**src/rtl/if_id_queue_if.sv**
```systemverilog
// IF->ID queue handshake bundle: IF push side, ID head side and occupancy.
// The pipeline side uses master; the queue itself uses slave.
interface if_id_queue_if #(
   parameter int ADDR_W = 32,
   parameter int INST_W = 32,
   parameter int DEPTH  = 4
);
   logic                       if_valid_i;
   logic [ADDR_W-1:0]          if_pc_i;
   logic [INST_W-1:0]          if_inst_i;
   logic                       if_ready_o;
   logic                       stall_i;
   logic                       flush_i;
   logic                       id_valid_o;
   logic [ADDR_W-1:0]          id_pc_o;
   logic [INST_W-1:0]          id_inst_o;
   logic [$clog2(DEPTH+1)-1:0] count_o;

   modport master (
      output if_valid_i, if_pc_i, if_inst_i, stall_i, flush_i,
      input  if_ready_o, id_valid_o, id_pc_o, id_inst_o, count_o
   );

   modport slave (
      input  if_valid_i, if_pc_i, if_inst_i, stall_i, flush_i,
      output if_ready_o, id_valid_o, id_pc_o, id_inst_o, count_o
   );
endinterface

```
**src/rtl/if_id_queue.sv**
```systemverilog
// DEPTH-entry FIFO between IF and ID, with a one-cycle flush.
// An empty queue presents an all-zero bubble to ID.
module if_id_queue #(
   parameter int ADDR_W = 32,
   parameter int INST_W = 32,
   parameter int DEPTH  = 4
) (
   input logic         clk,
   input logic         rst,
   input logic         rdy,
   if_id_queue_if.slave q
);
   localparam int PW = $clog2(DEPTH);
   localparam int CW = $clog2(DEPTH + 1);

   logic [ADDR_W-1:0] pc_mem   [DEPTH];
   logic [INST_W-1:0] inst_mem [DEPTH];
   logic [PW-1:0]     rd_ptr;
   logic [PW-1:0]     wr_ptr;
   logic [CW-1:0]     count;
   logic              ready;
   logic              valid;
   logic              push;
   logic              pop;

   // ready and valid come from state only, so IF and ID see no
   // combinational path through flush or the other side's handshake.
   assign ready = (count != CW'(DEPTH));
   assign valid = (count != '0);
   assign push  = rdy & q.if_valid_i & ready & ~q.flush_i;
   assign pop   = rdy & valid & ~q.stall_i & ~q.flush_i;

   assign q.if_ready_o = ready;
   assign q.id_valid_o = valid;
   assign q.id_pc_o    = valid ? pc_mem[rd_ptr] : '0;
   assign q.id_inst_o  = valid ? inst_mem[rd_ptr] : '0;
   assign q.count_o    = count;

   always_ff @(posedge clk or posedge rst) begin
      if (rst) begin
         rd_ptr <= '0;
         wr_ptr <= '0;
         count  <= '0;
      end else if (rdy) begin
         if (q.flush_i) begin
            rd_ptr <= '0;
            wr_ptr <= '0;
            count  <= '0;
         end else begin
            if (push) wr_ptr <= wr_ptr + PW'(1);
            if (pop)  rd_ptr <= rd_ptr + PW'(1);
            unique case ({push, pop})
               2'b10:   count <= count + CW'(1);
               2'b01:   count <= count - CW'(1);
               default: count <= count;
            endcase
         end
      end
   end

   // Storage needs no reset; unread slots are masked by valid.
   always_ff @(posedge clk) begin
      if (push) begin
         pc_mem[wr_ptr]   <= q.if_pc_i;
         inst_mem[wr_ptr] <= q.if_inst_i;
      end
   end
endmodule

```
**src/flat_wrapper.sv**
```systemverilog
// flat-port wrapper written by rule: the top's interface ports become plain ports
module if_id_queue_flat 
#(
   parameter int ADDR_W = 32,
   parameter int INST_W = 32,
   parameter int DEPTH  = 4
)
  (clk, rst, rdy, q_if_valid_i, q_if_pc_i, q_if_inst_i, q_stall_i, q_flush_i, q_if_ready_o, q_id_valid_o, q_id_pc_o, q_id_inst_o, q_count_o);
  if_id_queue_if #(.ADDR_W(ADDR_W), .INST_W(INST_W), .DEPTH(DEPTH)) q_i ();
  input logic clk;
  input logic rst;
  input logic rdy;
  input wire logic [$bits(q_i.if_valid_i)-1:0] q_if_valid_i;
  input wire logic [$bits(q_i.if_pc_i)-1:0] q_if_pc_i;
  input wire logic [$bits(q_i.if_inst_i)-1:0] q_if_inst_i;
  input wire logic [$bits(q_i.stall_i)-1:0] q_stall_i;
  input wire logic [$bits(q_i.flush_i)-1:0] q_flush_i;
  output wire logic [$bits(q_i.if_ready_o)-1:0] q_if_ready_o;
  output wire logic [$bits(q_i.id_valid_o)-1:0] q_id_valid_o;
  output wire logic [$bits(q_i.id_pc_o)-1:0] q_id_pc_o;
  output wire logic [$bits(q_i.id_inst_o)-1:0] q_id_inst_o;
  output wire logic [$bits(q_i.count_o)-1:0] q_count_o;
  assign q_i.if_valid_i = q_if_valid_i;
  assign q_i.if_pc_i = q_if_pc_i;
  assign q_i.if_inst_i = q_if_inst_i;
  assign q_i.stall_i = q_stall_i;
  assign q_i.flush_i = q_flush_i;
  assign q_if_ready_o = q_i.if_ready_o;
  assign q_id_valid_o = q_i.id_valid_o;
  assign q_id_pc_o = q_i.id_pc_o;
  assign q_id_inst_o = q_i.id_inst_o;
  assign q_count_o = q_i.count_o;
  if_id_queue #(.ADDR_W(ADDR_W), .INST_W(INST_W), .DEPTH(DEPTH)) u_core (.clk(clk), .rst(rst), .rdy(rdy), .q(q_i));
endmodule
```
**config.mk**
```make
export PLATFORM = sky130hd
export DESIGN_NAME = if_id_queue_flat
export DESIGN_NICKNAME = d
export VERILOG_FILES = /design/src/rtl/if_id_queue_if.sv /design/src/rtl/if_id_queue.sv /design/src/flat_wrapper.sv
export SDC_FILE = /design/constraint.sdc
export NUM_CORES = 1
export LEC_CHECK = 0
export CORE_AREA = 4 4 192 119
export DETAILED_ROUTE_END_ITERATION = 12
export DIE_AREA = 0 0 196 123
export GPL_TIMING_DRIVEN = 0
export PLACE_DENSITY = 0.75
export REMOVE_ABC_BUFFERS = 1
export SYNTH_ARGS = -nofsm -noshare
export SYNTH_HDL_FRONTEND = slang
export SYNTH_SLANG_ARGS = --single-unit
```
**constraint.sdc**
```tcl
create_clock -name clk -period 2.7 [get_ports clk]
set_input_delay 0.27 -clock clk [delete_from_list [all_inputs] [get_ports clk]]
set_output_delay 0.27 -clock clk [all_outputs]
set_load 0.005 [all_outputs]
```
== Word-level counts from Yosys, hierarchy flattened ==
Memories as Yosys holds them, arrays and structs flattened.
Index checks and enable logic that the tools add are counted.

* Add/sub/neg operators: 4
* Equality and inequality tests: 3
* Multiplexer cells: 10
* Bitwise logic cells: 8
* Reductions and logical operators: 7

{| class="wikitable"
|+ Operator list
! operator !! number
|-
| $mux 32 || 2
|-
| $mux 2 || 4
|-
| $and 1x1->1 || 6
|-
| $pmux 3 s2 || 1
|-
| $reduce_and 2->1 || 3
|-
| $reduce_bool 3->1 || 2
|-
| $add 2x1->2 const B || 2
|-
| $reduce_bool 2->1 || 2
|-
| $add 3x1->3 const B || 1
|-
| $mux 3 || 1
|-
| $ne 3x3->1 const B || 1
|-
| $sub 3x1->3 const B || 1
|-
| $eq 2x1->1 const B || 1
|-
| $eq 2x2->1 const B || 1
|-
| $mux 1 || 2
|-
| $not 1->1 || 2
|}

* Register bits: 7
* Memory bits (writable): 256
* Bits of input ports: 70
* Output and inout port bits: 69
* Logic and storage cells: 37
* Memories kept: 2

{| class="wikitable"
|+ Memories
! name !! depth !! bits a word !! rd ports !! clocked after Yosys merged registers in !! wr ports !! RTL line !! RTL
|-
| u_core.inst_mem || 4 || 32 || 1 || 0 || 1 || if_id_queue.sv:17 || <nowiki>logic [INST_W-1:0] inst_mem [DEPTH];</nowiki>
|-
| u_core.pc_mem || 4 || 32 || 1 || 0 || 1 || if_id_queue.sv:16 || <nowiki>logic [ADDR_W-1:0] pc_mem [DEPTH];</nowiki>
|}

== Longest topological paths before layout ==
Gate-level depths: netlist of the first run.

* Depth after elaboration: 7
* Depth in mapped cells: 8
* Gate-level depth less buffers: 8

== Least setup slack after synthesis of the first run ==
OpenSTA, ideal clock, no wires.

* Path kind: flip-flop to flip-flop
* Start point: reg u_core.count[2] (netlist: u_core.q.count_o[2])
* End point: mem u_core.inst_mem[0][0] (enable)
* Library setup time: 429 ps
* Arrival: 2516 ps
* Data required time: 2271 ps
* Path slack: -245 ps
* Stages on the path, launching flop included: 6
* Buffers on the path: 0
* Clock period less this slack: 2945 ps
* Cells stage by stage: dfrtp_1 -> nor3b_1 -> inv_1 -> nand3_1 -> nor2_1 -> and2_1

* Cells in the longest elaborated chain, start to end: 5

{| class="wikitable"
|+ Ends and longest elaborated chain
! element !! RTL line !! RTL
|-
| start, declared || if_id_queue.sv:20 || <nowiki>logic [CW-1:0] count;</nowiki>
|-
| start signal, assigned || if_id_queue.sv:53 || <nowiki>2'b10: count <= count + CW'(1);</nowiki>
|-
| start signal, assigned || if_id_queue.sv:54 || <nowiki>2'b01: count <= count - CW'(1);</nowiki>
|-
| start signal, assigned || if_id_queue.sv:55 || <nowiki>default: count <= count;</nowiki>
|-
| $ne 3x3->1 || if_id_queue.sv:28 || <nowiki>assign ready = (count != CW'(DEPTH));</nowiki>
|-
| net q_if_ready_o || flat_wrapper.sv:18 || <nowiki>output wire logic [$bits(q_i.if_ready_o)-1:0] q_if_ready_o;</nowiki>
|-
| $and 1x1->1 (2 in a row) || if_id_queue.sv:30 || <nowiki>assign push = rdy & q.if_valid_i & ready & ~q.flush_i;</nowiki>
|-
| $mux 1 || if_id_queue.sv:63 || <nowiki>if (push) begin</nowiki>
|-
| $mux 1 (not written as such) || if_id_queue.sv:65 || <nowiki>inst_mem[wr_ptr] <= q.if_inst_i;</nowiki>
|-
| end, declared || if_id_queue.sv:17 ||
|}

The timed path passes the listed nets, and every way through them passes these cells.

== Worst setup path in the final report of the first run ==
* Start point: reg u_core.rd_ptr[0]
* End point: out q_id_pc_o[10]

* Cells in the longest elaborated chain, start to end: 2

{| class="wikitable"
|+ Ends and longest elaborated chain
! element !! RTL line !! RTL
|-
| start, declared || if_id_queue.sv:18 || <nowiki>logic [PW-1:0] rd_ptr;</nowiki>
|-
| start signal, assigned || if_id_queue.sv:51 || <nowiki>if (pop) rd_ptr <= rd_ptr + PW'(1);</nowiki>
|-
| $mem_v2 4x32 || - ||
|-
| $mux 32 || if_id_queue.sv:35 || <nowiki>assign q.id_pc_o = valid ? pc_mem[rd_ptr] : '0;</nowiki>
|-
| end, declared || flat_wrapper.sv:20 || <nowiki>output wire logic [$bits(q_i.id_pc_o)-1:0] q_id_pc_o;</nowiki>
|}

Every way passes these cells.

==> impl_metrics.yaml, run 1 <==
grt:
  grt_pass1_vias: 5335
  top_usage_layer: "met2"
  grtUsageMet2_pct: 27.29
  grt_max_degree: 36
  met3_usage_pct: 5.011
  gr-total-overflow: 0
  track_usage_pct: 17.03
  grt_pass1_wl_um: 31170
  antenna_found_initial: 4
  grt_util_met1_pct: 23.84
synth:
  async_flop_share_pct: 2.662
  synth_ff_type: "edfxtp_1"
  ys_ff_latch: 263
  yosys.area.top_type: "edfxtp_1"
  yosysSeqAreaShare_pct: 77.24
  synth_cell_types: 32
  yosys-top-cells-area: "edfxtp_1, mux4_2, and2_1"
  synth_area_um2: 10180
  yosysMostFrequentCell: "edfxtp_1"
  yosys_warnings: 0
  avgSynthCellArea_um2: 21.75
  synth_edf_count: 256
  yosysTopAreaCellShare_pct: 75.52
  synth_cells: 468
  synthTopCellsByCount: "edfxtp_1, and2_1, mux4_2"
final_layout:
  ff_latch_area_um2: 7873
  layout.cells.non_filler: 936
  finalNetCount: 713
  multiInputGateArea_um2: 2250
  finish.instance_area_um2: 13190
  drive_above_1_share_pct: 22.26
  area_growth_pct: 29.56
  fill_cells: 1411
timing:
  fmax_ghz: 0.3698
  slew_headroom_pct: 65.32
  tightest_slew_ns: 0.5186
  maxSlewViolCount: 0
  skew_ns: 0.007412
  rsz0062_at_grt: "true"
  finalHoldViolCount: 0
  min_period_ns: 2.704
  fin_ws_ns: -0.003981
  fin_crit_sh_pct: 100.1
  finalSetupViolCount: 2
routing:
  vias_per_cell: 5.554
  drc: 0
  num_vias: 5199
  drtIter0Drc: 387
  wirelength_um: 21310
  ant_nets: 0
  wire_per_inst_um: 22.77
  drtPass1Iterations: 6
floorplan:
  io-pin-count: 139
  initial_core_util_pct: 48.64
  core_um2: 20930
  placementRows: 41
  die_w_um: 196
  die_area_um2: 24110
  dieHeight_um: 123
min_path:
  hold_path_class: "in -> reg"
clock_network:
  cts_buffers: 25
  clk_pin_slew_ns: 0.06
  cts_tree: "yes"
  cts_root_buf: "clkbuf_16"
  cts_htree_levels: 1
  cts_num_sinks: 263
  clockBufferDepth: 3
  insertion_delay_ns: 0.51
power_and_ir_drop:
  total_power_mw: 11.84
  p_per_area_nw_per_um2: 897.8
  power.leakage_nw: 4.610
  ir_worst_vdd_v: 0.0006797
status:
  status: "finished, violations left"
  violations: "negative setup slack"
setup_path:
  cp.arrival_ns: 2.43
  cp_max_fo: 8
  cp-start-kind: "flip-flop"
  cp-end-kind: "primary output"
  rrSetupSlack_ns: 0.18
  critical_path_required_ns: 2.43
  worst-setup-path-type: "reg -> out"
placed_design:
  hpwl_um: 11420
  place_congestion: 0.8564
  io_buffers: 138
  dpl_cell_area_um2: 11970
  dp.cells: 869
job:
  cap_violations: 0
cell type report:
type	count	share of cell area, %
antenna	1	0.01897
clock buffer	27	4.800
clock inverter	18	1.451
inverter	5	0.1423
multi-input combinational	181	17.06
sequential	263	59.69
tap	279	2.647
timing repair buffer	162	14.19
power breakdown:
group | switching [mW] | internal [mW]
sequential | 0.146 | 4.69
clock | 1.41 | 2.08
combinational | 1.43 | 2.08
critical path: stages, from the launching register on:
cell and delay [ns]:
dfrtp_4 0.49, bufbuf_16 0.32, mux4_2 0.50, and2_1 0.17
clkdlybuf4s50_1 0.44
cells in the final DEF (no fill, tap or decap), types with 4 or more instances in the layout:
master / netlist / routed
and2_1: 68 / 61
and2_4: 0 / 7
buf_12: 0 / 12
buf_16: 0 / 4
buf_4: 2 / 6
bufinv_16: 0 / 4
clkbuf_16: 0 / 25
clkdlybuf4s50_1: 0 / 95
clkinv_1: 0 / 6
clkinv_2: 0 / 5
dlygate4sd2_1: 0 / 14
dlymetal6s2s_1: 0 / 28
edfxtp_1: 256 / 256
ha_1: 5 / 5
inv_1: 5 / 5
mux4_2: 64 / 64
nand2_1: 8 / 8
o21ai_0: 5 / 5
state kept, by name, indices dropped and copies added, names as in the netlist:
name              flops
u_core.q.count_o      3
u_core.pc_mem       128
u_core.wr_ptr         2
u_core.rd_ptr         2
u_core.inst_mem     128
repair_timing:
| item | 4_1_cts | 5_1_grt |
|---|---|---|
| setup endpoints to repair | 66 | 141 |
| pin swaps | 1 | 3 |
| gates cloned | 4 | 3 |
| hold endpoints to repair | 7 | 0 |
| setup buffers | 8 | 5 |
| gates resized for setup | 19 | 35 |
| hold buffers | 1 | 0 |
metal layers:
layer  vias up  part of all wire, %
met2       228                   46
met3        53                  8.4
met1      2659                   43
li1       2251                    -
met5         -                 0.24
met4         8                  1.9
path summary, 6_finish.rpt:
check	cells past startpoint	from	to
min	1	q_if_inst_i[0]	u_core.inst_mem[2][0]
min reg2reg	1	u_core.wr_ptr[0]	u_core.wr_ptr[0]
max reg2reg	6	u_core.q.count_o[2]	u_core.inst_mem[1][24]
min in group asynchronous	3	rst	u_core.q.count_o[2]
max	4	u_core.rd_ptr[0]	q_id_pc_o[10]
max in group asynchronous	3	rst	u_core.rd_ptr[0]
logic make-up (layout without fill, tap and decap cells):
kind of cell    count (synthesis)  in the layout  synth area share [%]
compound gates                 12             12                0.8603
mux                            66             66                 14.36
simple gates                   93             97                 5.605
other cells                     0              1                     0
fa+ha+maj                       5              5                0.6146
flops                         263            263                 77.24
xor+xnor                        1              1               0.08605
buf+inv                        28            212                 1.241
stage by stage:
stage                     hold slack (ns)   TNS [ns]  worst slack (ns)  utilization [%]
final                              0.3981  -0.006230         -0.003981            63.01
after global placement             0.5091    -575.29            -2.518            56.39
after floorplan                   0.07340    -127.60           -0.9997                -
after detailed placement           0.5349    -0.4566           -0.1151            57.19
after CTS                          0.3745    -0.5038          -0.05025            62.31
after global routing               0.3810    -0.9810          -0.09850            63.00
(Power assumes the default switching activity.)
==> run 2, diff against run 1 <==
Settings changed: CTS_BUF_LIST from default to sky130_fd_sc_hd__clkbuf_4 sky130_fd_sc_hd__clkbuf_8 sky130_fd_sc_hd__clkbuf_16.
==> run 2 against run 1 <==
Critical endpoint is now q_id_inst_o[23]. Count of clock-buffer cells in the layout did not move. Setup slack barely moved. Largest power group unchanged. First-iteration DRC count rose by 7.2%. Worst hold slack improved by 0.00071 ns. Via count fell by 0.92%. Sequential share of layout area barely moved. Cell area barely moved. Fmax barely moved. Critical path type unchanged. Critical path depth did not move. Cell count fell by 0.11%. The flow still finishes with violations (negative setup slack).
==> impl_metrics.yaml, run 2 (synthesized netlist as in run 1, its figures left out) <==
routing:
  wire_per_inst_um: 22.73
  num_vias: 5151
  drtIter0Drc: 415
  vias_per_cell: 5.509
  drc: 0
  drtPass1Iterations: 6
  wirelength_um: 21260
  ant_nets: 0
power_and_ir_drop:
  p_switching_mw: 2.983
  ir_worst_vdd_v: 0.0006793
  p_per_area_nw_per_um2: 898.6
  combPwrFrac_pct: 29.6
  power.share.switching_pct: 25.16
  power.leakage_nw: 4.617
  clkPwrFrac_pct: 29.6
  pwr-share-seq_pct: 40.8
  intPower_mw: 8.873
timing:
  fin_crit_sh_pct: 100.2
  holdWs_ns: 0.3988
  rsz0062_at_grt: "true"
  maxSlewViolCount: 0
  finalHoldViolCount: 0
  slew_headroom_pct: 66.39
  tightest_slew_ns: 0.5026
  skew_ns: 0.007566
  tns_ns: -0.007362
  finalSetupViolCount: 2
  fmax_ghz: 0.3698
  fin_ws_ns: -0.004317
  min_period_ns: 2.704
final_layout:
  diodes: 0
  layout_common_cells: "edfxtp_1, clkdlybuf4s50_1, mux4_2, and2_1, dlymetal6s2s_1"
  final_common_cell: "edfxtp_1"
  layout.cells.non_filler: 935
  area_growth_pct: 29.61
  finalNetCount: 713
  drive_above_1_share_pct: 22.56
setup_path:
  cpPeakStageDelay_ns: 0.49
  cp-end-kind: "primary output"
  cp.arrival_ns: 2.43
  cp_slowest_cell: "dfrtp_4"
  r2r_start: "u_core.q.count_o[2]"
  cp_cell_sequence: "bufbuf_16 -> mux4_2 -> and2_1 -> clkdlybuf4s50_1"
  critical_path_required_ns: 2.43
  worstRegToRegCells: 6
  cp_max_fo: 8
  cp-start-kind: "flip-flop"
  worst-setup-path-type: "reg -> out"
  rrSetupSlack_ns: 0.18
  r2r-end: "u_core.inst_mem[1][24]"
floorplan:
  initial_core_util_pct: 48.64
  placementRows: 41
  io-pin-count: 139
  core_um2: 20930
  die_w_um: 196
  dieHeight_um: 123
  die_area_um2: 24110
clock_network:
  clockBufferDepth: 3
  cts_tree: "yes"
  insertion_delay_ns: 0.51
  cts_num_sinks: 263
  clk_pin_slew_ns: 0.06
  cts_root_buf: "clkbuf_16"
  cts_buffers: 25
  cts_htree_levels: 1
placed_design:
  dp.cells: 869
  io_buffers: 138
  pre_cts_slack_ns: -0.1151
  place_congestion: 0.8564
  hpwl_um: 11420
grt:
  grt_pass1_wl_um: 31160
  track_usage_pct: 17.03
  grt_max_degree: 36
  gr-total-overflow: 0
  antenna_found_initial: 4
  grt_pass1_vias: 5337
min_path:
  hold_start: "q_if_inst_i[0]"
  holdPathStages: 1
  whs_endpoint: "u_core.inst_mem[2][0]"
  hold_path_class: "in -> reg"
job:
  cap_violations: 0
status:
  violations: "negative setup slack"
  status: "finished, violations left"
## run 2: stage by stage
step           cell area (µm²)  utilization [%]  power, mW
2_1_floorplan            10070                -      6.383
3_3_place_gp             11800            56.39      8.134
3_5_place_dp             11970            57.19      8.157
4_1_cts                  13050            62.35      11.99
5_1_grt                  13190            63.04      12.43
6_report                 13190            63.04      11.86
## run 2: worst max path at each step
stage	slack (ns)	startpoint	cells past startpoint	to
after floorplan	-1.0	u_core.rd_ptr[0]	2	q_id_inst_o[0]
after global placement	-2.52	u_core.rd_ptr[0]	3	q_id_inst_o[21]
after detailed placement	-0.12	u_core.q.count_o[1]	9	u_core.q.count_o[2]
after CTS	-0.05	u_core.rd_ptr[0]	4	q_id_pc_o[1]
after global routing	-0.1	u_core.rd_ptr[0]	4	q_id_inst_o[9]
final	-0.004	u_core.rd_ptr[0]	4	q_id_inst_o[23]
## run 2: power by group through the flow
| stage | clock network [mW] | registers [mW] | logic, mW |
|---|---|---|---|
| global route | 3.78 | 4.85 | 3.79 |
| finish | 3.51 | 4.84 | 3.51 |
| global placement | 0 | 5.13 | 3.01 |
| detailed placement | 0 | 5.01 | 3.15 |
| CTS | 3.59 | 4.83 | 3.57 |
| floorplan | 0 | 5.03 | 1.35 |
## run 2: final cells by class
class                           instances  area (µm²)
Sequential cell                       263        7873
Fill cell                            1413        7736
Multi-Input combinational cell        181        2250
Timing Repair Buffer                  162        1872
Clock buffer                           27       640.6
Tap cell                              279       349.1
Clock inverter                         18       191.4
Inverter                                5       18.77
## run 2: per-layer routing
| metal | part of all wire [%] | global-route usage [%] | vias up |
|---|---|---|---|
| met2 | 46 | 27.35 | 206 |
| met3 | 8.1 | 5.011 | 42 |
| met1 | 44 | 23.78 | 2644 |
| li1 | - | - | 2251 |
| met5 | 0.24 | 0 | - |
| met4 | 1.8 | 3.400 | 8 |
## run 2: critical path: cells and delay by family (launching register included)
| family | cells | cell delay, ns |
|---|---|---|
| mux | 1 | 0.49 |
| buf+inv | 2 | 0.76 |
| simple gates | 1 | 0.18 |
| flops | 1 | 0.49 |
## run 2: repair_timing
| item | CTS | global route |
|---|---|---|
| pin swaps | 1 | 3 |
| hold buffers | 1 | 0 |
| cloned | 4 | 3 |
| buffers inserted | 8 | 5 |
| gates resized for setup | 19 | 35 |
| endpoints found under the setup margin | 66 | 141 |
| endpoints found under the hold margin | 7 | 0 |
==> run 3, diff against run 2 <==
Settings changed: SLEW_MARGIN from default to 40.
==> run 3 against run 2 <==
The flow now finishes without violations. Critical path depth rose by 3. Via count fell by 0.74%. Highest routed layer unchanged. Register-to-register slack got worse by 0.03 ns. Largest cell class unchanged. Non-clock buffer count rose by 20. Core utilization rose by 0.71 points. Routed wire length fell by 2.2%.
==> impl_metrics.yaml, run 3 (synthesized netlist as in run 1, its figures left out) <==
setup_path:
  cp_cell_sequence: "buf_12 -> buf_4 -> buf_12 -> buf_4 -> mux4_2 -> and2_1 -> dlymetal6s2s_1"
  cp.arrival_ns: 2.38
  cp-start-kind: "flip-flop"
  critical_path_required_ns: 2.43
  r2r-end: "u_core.pc_mem[3][3]"
  cp-end-kind: "primary output"
  worst-setup-path-type: "reg -> out"
  crit_family: "buffers and inverters"
  cp_max_fo: 7
  cp_slowest_cell: "dfrtp_4"
  crit_buf_inv: 5
  rrSetupSlack_ns: 0.15
  cpPeakStageDelay_ns: 0.51
  r2r_start: "u_core.q.count_o[0]"
  worstRegToRegCells: 6
timing:
  tightest_slew_ns: 0.5194
  holdWs_ns: 0.4035
  rsz0062_at_grt: "true"
  maxSlewViolCount: 0
  fmax_ghz: 0.3779
  fin_crit_sh_pct: 98.00
  slew_headroom_pct: 65.37
  skew_ns: 0.008335
  finalSetupViolCount: 0
  tns_ns: 0
  finalHoldViolCount: 0
  min_period_ns: 2.646
min_path:
  whs_endpoint: "u_core.inst_mem[0][29]"
  hold_path_class: "in -> reg"
  hold_start: "q_if_inst_i[29]"
  holdPathStages: 1
clock_network:
  clk_pin_slew_ns: 0.07
  insertion_delay_ns: 0.50
  cts_htree_levels: 1
  cts_buffers: 24
  clockBufferDepth: 3
  cts_tree: "yes"
  cts_num_sinks: 263
  cts_root_buf: "clkbuf_16"
routing:
  drtIter0Drc: 459
  ant_nets: 0
  wl_met1_um: 8714
  drc: 0
  drtPass1Iterations: 5
  vias_per_cell: 5.382
  routed.top_layer: "met5"
  wirelength_um: 20790
  wire_per_inst_um: 21.88
  met2_length_um: 10140
  wl_met3_um: 1695
  num_vias: 5113
power_and_ir_drop:
  ir_worst_vdd_v: 0.0004849
  p_per_area_nw_per_um2: 878.5
  power.leakage_nw: 4.912
floorplan:
  dieHeight_um: 123
  placementRows: 41
  initial_core_util_pct: 48.64
  io-pin-count: 139
  core_um2: 20930
  die_area_um2: 24110
  die_w_um: 196
final_layout:
  layout_common_cells: "edfxtp_1, clkdlybuf4s50_1, mux4_2, and2_1, dlymetal6s2s_1"
  drive_above_1_share_pct: 23.70
  fill_cells: 1412
  final_common_cell: "edfxtp_1"
  area_growth_pct: 31.06
  finalNetCount: 729
  diodes: 0
  ff_latch_area_um2: 7871
  multiInputGateArea_um2: 2220
placed_design:
  place_congestion: 0.8564
  io_buffers: 138
  hpwl_um: 11460
grt:
  track_usage_pct: 16.85
  grt_pass1_wl_um: 30950
  antenna_found_initial: 1
  gr-total-overflow: 0
  grt_pass1_vias: 5316
  grt_max_degree: 36
status:
  status: "completed"
job:
  cap_violations: 0
run 3: changes by cell type in the layout (fill, tap and decap cells not counted), sizes merged:
cell	before	now
bufbuf	1	0
dlygate4sd2	14	4
dlymetal6s2s	28	48
buf	22	41
clkdlybuf4s15	1	0
inv	6	5
clkbuf	27	32
clkinvlp	2	1
clkdlybuf4s50	95	86
and2	71	68
bufinv	4	1
run 3: stage by stage:
step | cells | total power [mW] | util [%] | worst slack (ns) | cell area, µm²
6_report | 950 | 11.72 | 63.74 | 0.05403 | 13340
5_1_grt | 950 | 12.34 | 63.74 | -0.02727 | 13340
4_1_cts | 928 | 11.76 | 62.10 | 0.0001890 | 13000
3_5_place_dp | 871 | 8.201 | 57.36 | 0.06452 | 12010
3_3_place_gp | 862 | 8.134 | 56.39 | -2.518 | 11800
2_1_floorplan | 445 | 6.383 | - | -0.9997 | 10070
run 3: report_power, final:
group          switching, mW  internal [mW]  total, mW
Combinational           1.44           2.25       3.69
Sequential             0.132           4.69       4.82
Clock                   1.37           1.83       3.21
Total                   2.95           8.77       11.7
run 3: worst max-delay path by stage:
| stage | slack (ns) | depth (start not counted) | end | startpoint |
|---|---|---|---|---|
| 4_1_cts | 0.0002 | 5 | q_id_inst_o[10] | u_core.rd_ptr[0] |
| 6_report | 0.05 | 7 | q_id_inst_o[3] | u_core.rd_ptr[0] |
| 2_1_floorplan | -1.0 | 2 | q_id_inst_o[0] | u_core.rd_ptr[0] |
| 3_5_place_dp | 0.06 | 5 | u_core.pc_mem[2][3] | rdy |
| 5_1_grt | -0.03 | 7 | q_id_inst_o[3] | u_core.rd_ptr[0] |
| 3_3_place_gp | -2.52 | 3 | q_id_inst_o[21] | u_core.rd_ptr[0] |
run 3: final cells by class:
| type | count | area share (%) |
|---|---|---|
| Multi-Input combinational cell | 178 | 16.64 |
| Inverter | 5 | 0.1407 |
| Clock inverter | 13 | 0.6377 |
| Timing Repair Buffer | 182 | 16.00 |
| Sequential cell | 263 | 59.00 |
| Tap cell | 279 | 2.617 |
| Clock buffer | 30 | 4.970 |
run 3: metal layers:
layer	GRT usage [%]	vias up
li1	-	2267
met1	23.43	2634
met2	27.66	190
met3	4.630	20
met4	3.008	2
met5	0	-
run 3: worst reg2reg max path, stage by stage (launching register included):
cell and delay [ns]:
dfrtp_1 0.61, nor3b_1 0.17, inv_1 0.10, nand3_1 0.19
nor2_1 0.31, and2_4 0.53, buf_12 0.31
run 3: what timing repair did:
| action | CTS | global route |
|---|---|---|
| pin swaps | 1 | 0 |
| gates resized for setup | 12 | 54 |
| gates cloned | 3 | 2 |
| endpoints found under the setup margin | 64 | 85 |
| endpoints found under the hold margin | 7 | 0 |
| hold buffers | 1 | 0 |
| setup buffers | 10 | 20 |
